==> src/rtl/ps2_pkg.sv <==
`default_nettype none
// ============================================================================
// Module   : ps2_pkg
// Purpose  : Shared state encoding, frame constants and bit helpers for the
//            PS/2 device-side transmitter.
// Revision : 1.0 - initial release
// ============================================================================
package ps2_pkg;

    typedef enum logic [2:0] {
        S_IDLE  = 3'd0,
        S_HIGH  = 3'd1,
        S_LOW   = 3'd2,
        S_GAP   = 3'd3,
        S_INHIB = 3'd4
    } tx_state_t;

    localparam int c_FRAME_LEN = 11;
    localparam int c_GAP_LEN   = 2;

    function automatic logic odd_parity(input logic [7:0] b);
        return ~^b;
    endfunction

    // Bit idx of the 11-bit frame: start, data LSB first, parity, stop.
    function automatic logic frame_bit(input logic [7:0] b, input logic [3:0] idx);
        logic r;
        r = 1'b1;
        if (idx == 4'd0) begin
            r = 1'b0;
        end else if (idx <= 4'd8) begin
            r = b[3'(idx - 4'd1)];
        end else if (idx == 4'd9) begin
            r = odd_parity(b);
        end
        return r;
    endfunction

endpackage
`default_nettype wire

==> src/rtl/ps2_tx_chan.sv <==
`default_nettype none
// ============================================================================
// Module   : ps2_tx_chan
// Purpose  : One PS/2 device transmit channel: byte FIFO, host-clock
//            synchroniser and the frame serialiser FSM.
// Revision : 1.0 - initial release
// ============================================================================
module ps2_tx_chan
    import ps2_pkg::*;
#(
    parameter int FIFO_BITS = 3
) (
    input  logic       clk,
    input  logic       rst,
    input  logic       i_tick,
    input  logic       i_wr_stb,
    input  logic [7:0] i_wr_data,
    input  logic       i_ovf_clr,
    input  logic       i_ps2_clk_in,
    output logic       o_ps2_clk_out,
    output logic       o_ps2_data_out,
    output logic       o_fifo_empty,
    output logic       o_fifo_full,
    output logic       o_overflow,
    output logic       o_busy
);

    localparam int              c_DEPTH    = 1 << FIFO_BITS;
    localparam logic [3:0]      c_LAST_BIT = 4'(c_FRAME_LEN - 1);
    localparam logic [1:0]      c_GAP_INIT = 2'(c_GAP_LEN - 2);

    logic [7:0]         r_mem [c_DEPTH];
    logic [FIFO_BITS:0] r_wr_ptr;
    logic [FIFO_BITS:0] r_rd_ptr;
    logic               r_overflow;
    logic [1:0]         r_sync;
    tx_state_t          r_state;
    logic [3:0]         r_bit_idx;
    logic [7:0]         r_byte;
    logic [1:0]         r_gap_cnt;
    logic               r_clk_out;
    logic               r_data_out;

    logic               w_empty;
    logic               w_full;
    logic               w_push;
    logic               w_pop;
    logic               w_line_hi;
    logic [7:0]         w_head;

    assign w_empty   = (r_wr_ptr == r_rd_ptr);
    assign w_full    = (r_wr_ptr[FIFO_BITS] != r_rd_ptr[FIFO_BITS]) &&
                       (r_wr_ptr[FIFO_BITS-1:0] == r_rd_ptr[FIFO_BITS-1:0]);
    assign w_push    = i_wr_stb && !w_full;
    assign w_pop     = i_tick && (r_state == S_LOW) && (r_bit_idx == c_LAST_BIT);
    assign w_line_hi = r_sync[1];
    assign w_head    = r_mem[r_rd_ptr[FIFO_BITS-1:0]];

    always_ff @(posedge clk) begin
        if (w_push) begin
            r_mem[r_wr_ptr[FIFO_BITS-1:0]] <= i_wr_data;
        end
    end

    always_ff @(posedge clk) begin
        if (rst) begin
            r_wr_ptr   <= '0;
            r_rd_ptr   <= '0;
            r_overflow <= 1'b0;
            r_sync     <= 2'b00;
        end else begin
            r_sync <= {r_sync[0], i_ps2_clk_in};
            if (w_push) begin
                r_wr_ptr <= r_wr_ptr + 1'b1;
            end
            if (w_pop) begin
                r_rd_ptr <= r_rd_ptr + 1'b1;
            end
            // A dropped write outranks a simultaneous clear.
            if (i_wr_stb && w_full) begin
                r_overflow <= 1'b1;
            end else if (i_ovf_clr) begin
                r_overflow <= 1'b0;
            end
        end
    end

    always_ff @(posedge clk) begin
        if (rst) begin
            r_state    <= S_IDLE;
            r_bit_idx  <= 4'd0;
            r_byte     <= 8'h00;
            r_gap_cnt  <= 2'd0;
            r_clk_out  <= 1'b1;
            r_data_out <= 1'b1;
        end else if (i_tick) begin
            case (r_state)
                S_IDLE: begin
                    if (!w_empty && w_line_hi) begin
                        r_byte     <= w_head;
                        r_bit_idx  <= 4'd0;
                        r_data_out <= frame_bit(w_head, 4'd0);
                        r_clk_out  <= 1'b1;
                        r_state    <= S_HIGH;
                    end
                end
                S_HIGH: begin
                    // Once the stop bit is on the line the byte is committed.
                    if (!w_line_hi && (r_bit_idx < c_LAST_BIT)) begin
                        r_clk_out  <= 1'b1;
                        r_data_out <= 1'b1;
                        r_state    <= S_INHIB;
                    end else begin
                        r_clk_out <= 1'b0;
                        r_state   <= S_LOW;
                    end
                end
                S_LOW: begin
                    r_clk_out <= 1'b1;
                    if (r_bit_idx == c_LAST_BIT) begin
                        r_data_out <= 1'b1;
                        r_gap_cnt  <= c_GAP_INIT;
                        r_state    <= S_GAP;
                    end else begin
                        r_bit_idx  <= r_bit_idx + 4'd1;
                        r_data_out <= frame_bit(r_byte, r_bit_idx + 4'd1);
                        r_state    <= S_HIGH;
                    end
                end
                S_GAP: begin
                    // Gap is measured from the pop tick, so the next start
                    // can follow exactly two ticks later.
                    if (r_gap_cnt == 2'd0) begin
                        r_state <= S_IDLE;
                    end else begin
                        r_gap_cnt <= r_gap_cnt - 2'd1;
                    end
                end
                S_INHIB: begin
                    if (w_line_hi) begin
                        r_state <= S_IDLE;
                    end
                end
                default: begin
                    r_state <= S_IDLE;
                end
            endcase
        end
    end

    assign o_ps2_clk_out  = r_clk_out;
    assign o_ps2_data_out = r_data_out;
    assign o_fifo_empty   = w_empty;
    assign o_fifo_full    = w_full;
    assign o_overflow     = r_overflow;
    assign o_busy         = (r_state != S_IDLE);

endmodule
`default_nettype wire

==> src/rtl/ps2_dev_tx.sv <==
`default_nettype none
// ============================================================================
// Module   : ps2_dev_tx
// Purpose  : Multi-channel PS/2 device-side transmitter with a shared
//            PS/2 bit-clock divider.
// Revision : 1.0 - initial release
// ============================================================================
module ps2_dev_tx #(
    parameter int CHANNELS  = 2,
    parameter int FIFO_BITS = 3,
    parameter int CLK_DIV   = 1000
) (
    input  logic                  clk_sys,
    input  logic                  reset,
    input  logic [CHANNELS-1:0]   wr_stb,
    input  logic [8*CHANNELS-1:0] wr_data,
    input  logic [CHANNELS-1:0]   ovf_clr,
    input  logic [CHANNELS-1:0]   ps2_clk_in,
    output logic [CHANNELS-1:0]   ps2_clk_out,
    output logic [CHANNELS-1:0]   ps2_data_out,
    output logic [CHANNELS-1:0]   fifo_empty,
    output logic [CHANNELS-1:0]   fifo_full,
    output logic [CHANNELS-1:0]   overflow,
    output logic [CHANNELS-1:0]   busy
);

    localparam int                 c_DIV_W   = $clog2(CLK_DIV);
    localparam logic [c_DIV_W-1:0] c_DIV_MAX = c_DIV_W'(CLK_DIV - 1);

    logic [c_DIV_W-1:0] r_div_cnt;
    logic               w_tick;

    assign w_tick = (r_div_cnt == c_DIV_MAX);

    always_ff @(posedge clk_sys) begin
        if (reset || w_tick) begin
            r_div_cnt <= '0;
        end else begin
            r_div_cnt <= r_div_cnt + 1'b1;
        end
    end

    generate
        for (genvar gi = 0; gi < CHANNELS; gi++) begin : g_chan
            ps2_tx_chan #(
                .FIFO_BITS (FIFO_BITS)
            ) u_chan (
                .clk            (clk_sys),
                .rst            (reset),
                .i_tick         (w_tick),
                .i_wr_stb       (wr_stb[gi]),
                .i_wr_data      (wr_data[8*gi +: 8]),
                .i_ovf_clr      (ovf_clr[gi]),
                .i_ps2_clk_in   (ps2_clk_in[gi]),
                .o_ps2_clk_out  (ps2_clk_out[gi]),
                .o_ps2_data_out (ps2_data_out[gi]),
                .o_fifo_empty   (fifo_empty[gi]),
                .o_fifo_full    (fifo_full[gi]),
                .o_overflow     (overflow[gi]),
                .o_busy         (busy[gi])
            );
        end
    endgenerate

endmodule
`default_nettype wire

==> config.mk <==
export PLATFORM = sky130hd
export DESIGN_NAME = ps2_dev_tx
export DESIGN_NICKNAME = d
export VERILOG_FILES = /design/src/rtl/ps2_pkg.sv /design/src/rtl/ps2_tx_chan.sv /design/src/rtl/ps2_dev_tx.sv
export SDC_FILE = /design/constraint.sdc
export NUM_CORES = 1
export LEC_CHECK = 0
export ABC_AREA = 1
export CAP_MARGIN = 20
export CORE_MARGIN = 10
export CORE_UTILIZATION = 35
export DETAILED_ROUTE_END_ITERATION = 10
export HOLD_SLACK_MARGIN = 0.06
export PLACE_DENSITY = 0.55
export SETUP_SLACK_MARGIN = 0.05
export SLEW_MARGIN = 20
export SYNTH_ARGS = -nofsm -noshare
export SYNTH_HDL_FRONTEND = slang
export SYNTH_SLANG_ARGS = --single-unit
==> constraint.sdc <==
create_clock -name clk_sys -period 2.25 [get_ports clk_sys]
set_input_delay 0.45 -clock clk_sys [delete_from_list [all_inputs] [get_ports clk_sys]]
set_output_delay 0.45 -clock clk_sys [all_outputs]
set_load 0.01 [all_outputs]
Word-level counts from Yosys, hierarchy flattened
Memories as Yosys holds them, arrays and structs flattened. A register that Yosys moved wholly into a read port is not among the register bits.
Index checks and enable logic that the tools add are counted.
{"block": "op_classes", "addsub": 11, "magnitude_cmp": 6, "eq_ne": 33, "mux": 56, "n_reduce_logical": 51}
{"cell": "4-bit AND reduction", "n": 8}
{"cell": "3-bit one-hot mux with 5 select lines", "n": 2}
{"cell": "1-bit 2-to-1 mux", "n": 26}
{"cell": "4-bit by 1-bit adder with 4-bit output (second input constant)", "n": 6}
{"cell": "3-bit 2-to-1 mux", "n": 8}
{"cell": "4-bit == test (second input constant)", "n": 4}
{"cell": "4-bit 2-to-1 mux", "n": 4}
{"cell": "2-bit by 1-bit != test with 1-bit output (second input constant)", "n": 8}
{"cell": "4-bit one-hot mux with 2 select lines", "n": 2}
{"cell": "8-bit XNOR reduction", "n": 2}
{"cell": "1-bit logical AND", "n": 14}
{"cell": "3-bit by 2-bit == test with 1-bit output (second input constant)", "n": 4}
{"cell": "2-bit 2-to-1 mux", "n": 6}
{"cell": "2-bit != test (second input constant)", "n": 6}
{"cell": "1-bit one-hot mux with 3 select lines", "n": 4}
{"cell": "3-bit AND reduction", "n": 4}
{"cell": "2-bit nonzero test", "n": 6}
{"cell": "3-bit nonzero test", "n": 4}
{"cell": "10-bit by 1-bit adder with 10-bit output (second input constant)", "n": 1}
{"cell": "10-bit == test (second input constant)", "n": 1}
{"cell": "4-bit == test", "n": 2}
{"cell": "4-bit <= comparator (second input constant)", "n": 2}
{"cell": "4-bit zero test", "n": 2}
{"cell": "3-bit by 4-bit < comparator with 1-bit output (second input constant)", "n": 2}
{"cell": "13 further kinds", "n": 29}
{"block": "word_totals", "reg_bits": 54, "ramBits": 128, "in_bits": 24, "out_inout_bits": 12, "word_cells": 178, "memories": 2}
{"memory": "g_chan[0].u_chan.r_mem", "words": 8, "word_bits": 8, "rd": 1, "rd_clocked_by_memory_dff": 1, "write_ports": 1, "line": "ps2_tx_chan.sv:32", "source": "logic [7:0] r_mem [c_DEPTH];"}
{"memory": "g_chan[1].u_chan.r_mem", "words": 8, "word_bits": 8, "rd": 1, "rd_clocked_by_memory_dff": 1, "write_ports": 1, "line": "ps2_tx_chan.sv:32"}

Longest topological paths before layout
{"block": "depth", "word_depth": 8, "depth_mapped": 14, "mapped_depth_nobuf": 13}

Modules after synthesis
From an unflattened synthesis, not the netlist that was laid out.
{"block": "unflattened", "hier_cells": 1009, "hier_area_um2": 9178.8}
{"module": "ps2_tx_chan (g_chan[0].u_chan)", "n_inst": 1, "cells_per_inst": 479, "area_per_inst_um2": 4419.2, "seq_area_each_um2": 2522.4}
{"module": "ps2_tx_chan (g_chan[1].u_chan)", "n_inst": 1, "cells_per_inst": 468, "area_per_inst_um2": 4302.9, "seq_area_each_um2": 2522.4}
{"module": "ps2_dev_tx", "n_inst": 1, "cells_per_inst": 62, "area_per_inst_um2": 456.7, "seq_area_each_um2": 200.2}

Worst setup path before layout
No wires, ideal clock.
{"block": "synth_timing", "path_kind": "flip-flop to flip-flop", "start": "register g_chan[0].u_chan.r_rd_ptr[0]", "end": "memory g_chan[0].u_chan.r_mem[6][0] (enable)", "setup_time_ns": 0.383, "t_arrival_ns": 1.639, "required_time_ns": 1.867, "setup_slack_ns": 0.227, "stages_incl_launch_ff": 11, "n_path_buf": 1, "period_less_slack_ns": 2.023, "path_cell_list": "dfxtp_1 buf_2 inv_2 nand2_1 nand2_1 nor3_1 nand2_1 nand2_2 inv_1 nand2_1 nor3_1"}
{"block": "synth_between", "elab_chain_len": 6}
{"item": "from (decl)", "line": "ps2_tx_chan.sv:34", "source": "logic [FIFO_BITS:0] r_rd_ptr;"}
{"item": "from (signal assigned)", "line": "ps2_tx_chan.sv:77", "source": "r_rd_ptr <= r_rd_ptr + 1'b1;"}
{"item": "3-bit == test", "line": "ps2_tx_chan.sv:53", "source": "(r_wr_ptr[FIFO_BITS-1:0] == r_rd_ptr[FIFO_BITS-1:0]);"}
{"item": "1-bit logical AND", "line": "ps2_tx_chan.sv:52", "source": "assign w_full = (r_wr_ptr[FIFO_BITS] != r_rd_ptr[FIFO_BITS]) &&"}
{"item": "1-bit zero test", "line": "ps2_tx_chan.sv:54", "source": "assign w_push = i_wr_stb && !w_full;"}
{"item": "1-bit logical AND", "line": "ps2_tx_chan.sv:54"}
{"item": "1-bit 2-to-1 mux", "line": "ps2_tx_chan.sv:60", "source": "if (w_push) begin"}
{"item": "1-bit 2-to-1 mux (not written as such)", "line": "ps2_tx_chan.sv:61", "source": "r_mem[r_wr_ptr[FIFO_BITS-1:0]] <= i_wr_data;"}
{"item": "to (decl)", "line": "ps2_tx_chan.sv:32"}
Every way passes these cells.

Worst setup path in the final report
{"block": "layout_timing", "start": "register g_chan[1].u_chan.r_wr_ptr[2]", "end": "output port fifo_empty[1]"}
{"block": "layout_between", "elab_chain_len": 1}
{"item": "from (decl)", "line": "ps2_tx_chan.sv:33", "source": "logic [FIFO_BITS:0] r_wr_ptr;"}
{"item": "from (signal assigned)", "line": "ps2_tx_chan.sv:74", "source": "r_wr_ptr <= r_wr_ptr + 1'b1;"}
{"item": "4-bit == test", "line": "ps2_tx_chan.sv:51", "source": "assign w_empty = (r_wr_ptr == r_rd_ptr);"}
{"item": "to (decl)", "line": "ps2_dev_tx.sv:21", "source": "output logic [CHANNELS-1:0] fifo_empty,"}
Every way passes these cells.

==> qor.txt <==
Worst path top cell family by delay -> buffers and inverters
leakage -> 4.073 nW
P per Cell Area -> 694.8 nW/um^2
storage element area -> 5259 sq um
FP Rows -> 59
NumNets Final -> 1097
CP max FO -> 6
maxcap violations -> 0
setup ws final -> 0.1962 ns
largest net degree at the start of global routing -> 34
crit start category -> flop
Ant. Diodes -> 0
number of hold violations in the final report -> 0
share of cells above drive strength 1 -> 0.1363
Slew HR -> 0.6986
slowest CP cell -> dfxtp_2
YS warnings -> 0
worst hold slack -> 0.4019 ns
root buffer cell -> clkbuf_16
Multi-input gate area -> 3412 sq um
CP Cell Sequence -> inv_2, nand2_1, nand2_1, nor2_2, nand2_4, inv_1, dlygate4sd2_1
vias per std cell -> 4.765
Die X -> 182.5 um
Final Max Slew Viols -> 0
Longest Clk Path Bufs -> 2
final setup fails -> 0
Most common cell on crit path -> nand2_1
number of buffers and inverters on the critical path -> 3
synth unique cells -> 45
crit end category -> output pin
CP Class -> flop to output pin
initial DRC count -> 506
dpl ws -> 0.1386 ns
Slew @ Worst Pin -> 0.4505 ns
post-synthesis register bit count -> 198
H-Tree Level Count -> 4
Design Power -> 7.455 mW
cts bufs inserted -> 17
vias -> 6699
Max Clock Freq -> 486.9 MHz
Sink Count -> 198
Worst Skew -> 0.01442 ns
Post-Syn Instances -> 1005
Buffers on Ports -> 35
Max stage delay on crit path -> 0.39 ns
average cell area after synthesis -> 9.202 sq um
final wirelength -> 20870 um
first-pass GRT wire length -> 34380 um
Skew-Pair Late Insertion Delay -> 0.45 ns
Initial Utilization -> 0.3549
Req. time, crit path -> 1.80 ns
Seq/Total Area, Yosys -> 0.5672
post-synth design cell area -> 9248 sq um
status -> complete, no violations
Tmin final -> 2.054 ns
setup TNS -> 0 ns
Worst Path Arrival -> 1.60 ns
fillers -> 2582
RSZ-0062 raised after global routing -> false
total global routing overflow -> 0
vias in the first global route -> 6666
# IOs -> 36
Clock transition at path regs -> 0.08 ns
initial antenna violation count -> 0
asr flop ratio synth -> 0
Post-synth EDFFs -> 128
CORE AREA -> 26060 sq um
1st-pass router iterations -> 4
period utilisation layout -> 0.9128
placed standard-cell area -> 10080 sq um
DIE AREA -> 33320 sq um
Peak VDD IR -> 452.9 uV
gpl congestion -> 0.8286
GRT Util Overall -> 0.1273
wire length per cell -> 14.85 um
Remaining DRCs -> 0
final instance area -> 10730 sq um
area delta synth->final -> 16.03%
ys flop type -> edfxtp_1
ANT nets after route -> 0
die height -> 182.5 um
HPWL Detailed -> 14620 um
Hold Path Class -> flop to flop
syn nets -> 1044
clock tree from TritonCTS -> built
==> cell usage after synthesis, types with 8 or more instances <==
| cell type | n | area (sq um) |
|---|---|---|
| o211ai_1 | 13 | 97.59 |
| nor2_1 | 127 | 476.7 |
| nor3_1 | 14 | 70.07 |
| dfxtp_1 | 70 | 1401 |
| nand2_1 | 223 | 837.1 |
| clkbuf_1 | 16 | 60.06 |
| inv_1 | 77 | 289.0 |
| o21ai_0 | 63 | 315.3 |
| nand3_1 | 66 | 330.3 |
| o21ai_1 | 14 | 70.07 |
| edfxtp_1 | 128 | 3844 |
| nand4_1 | 11 | 68.82 |
| inv_2 | 12 | 45.04 |
| ha_1 | 15 | 187.7 |
| nand2_2 | 15 | 93.84 |
| buf_4 | 13 | 97.59 |
| buf_2 | 8 | 40.04 |
| a21oi_1 | 45 | 225.2 |
==> power breakdown <==
group	leakage [nW]	internal, mW	switching, mW	total, mW
clock network	0.308	1.55	1.64	3.20
logic	2.03	0.111	0.197	0.308
registers	1.73	3.93	0.0256	3.95
total	4.07	5.59	1.86	7.46
==> state kept, by name (all words and copies together) (netlist names) <==
name                          count
g_chan.u_chan.o_ps2_data_out      2
g_chan.u_chan.r_bit_idx           8
g_chan.u_chan.o_ps2_clk_out       2
g_chan.u_chan.r_mem             128
g_chan.u_chan.r_gap_cnt           4
g_chan.u_chan.r_state             6
g_chan.u_chan.r_byte             16
g_chan.u_chan.r_rd_ptr            8
g_chan.u_chan.o_overflow          2
g_chan.u_chan.r_wr_ptr            8
g_chan.u_chan.r_sync              4
r_div_cnt                        10
==> cells by family (layout without fill, tap and decap cells) <==
group                    after synthesis  after routing  share of synthesized area
AND/OR/NAND/NOR                      487            487                     0.2415
flip-flops                           198            198                     0.5672
AO/OA/AOI/OAI                        158            158                    0.09458
buffers and inverters                134            200                    0.06413
adder cells (fa/ha/maj)               15             15                    0.02029
XOR/XNOR                              13             13                    0.01231
==> worst register-to-register path: cells and delay by family (launching register included) <==
| kind | cells | cell delay (ns) |
|---|---|---|
| buf+inv | 4 | 0.58 |
| flops | 1 | 0.35 |
| simple gates | 7 | 0.72 |
==> worst paths after layout <==
| kind | end | depth (start not counted) | start | slack (ns) |
|---|---|---|---|---|
| max | fifo_empty[1] | 7 | g_chan[1].u_chan.r_wr_ptr[2] | 0.20 |
| max reg2reg | g_chan[0].u_chan.r_mem[6][6] | 11 | g_chan[0].u_chan.r_wr_ptr[1] | 0.30 |
| min reg2reg | g_chan[0].u_chan.r_sync[1] | 2 | g_chan[0].u_chan.r_sync[0] | 0.40 |
| min | g_chan[0].u_chan.r_sync[1] | 2 | g_chan[0].u_chan.r_sync[0] | 0.40 |
==> layer usage <==
metal	track usage	part of all wire
met5	0	0
met4	0.03449	0.011
met3	0.02235	0.027
met2	0.2018	0.46
met1	0.1748	0.50
==> layout make-up <==
class / count / area share
Tap cell: 335 / 0.03906
Sequential cell: 198 / 0.4901
Multi-Input combinational cell: 673 / 0.3180
Clock buffer: 17 / 0.03965
Inverter: 92 / 0.03230
Clock inverter: 15 / 0.01982
Timing Repair Buffer: 76 / 0.06110
==> timing repair <==
action                                  CTS  global route
buffers inserted                          1             1
resized for setup                        17             5
endpoints found under the setup margin    6             2
gates cloned                              0             0
pin swaps                                 1             2
hold buffers                              0             0
==> metrics by stage <==
step | utilization | instances
2_1_floorplan | - | 1005
6_report | 0.4118 | 1406
3_3_place_gp | 0.3867 | 1372
3_5_place_dp | 0.3867 | 1372
4_1_cts | 0.4118 | 1405
5_1_grt | 0.4118 | 1406
==> layout by cell type, fill, tap and decap left out, drive strengths merged <==
cell	instances
a211oi	1
a31oi	7
clkbuf	19
nor4	1
nor2	138
o21a	1
clkdlybuf4s50	29
nand3	71
o211ai	13
xor2	6
nand2	241
edfxtp	128
clkinv	11
dfxtp	70
ha	15
inv	96
nand3b	5
xnor2	7
dlygate4sd2	4
nand4	13
o22ai	6
buf	41
o21ai	78
and2	2
nor3	15
or3	1
a21oi	52
(Power assumes the default switching activity.)
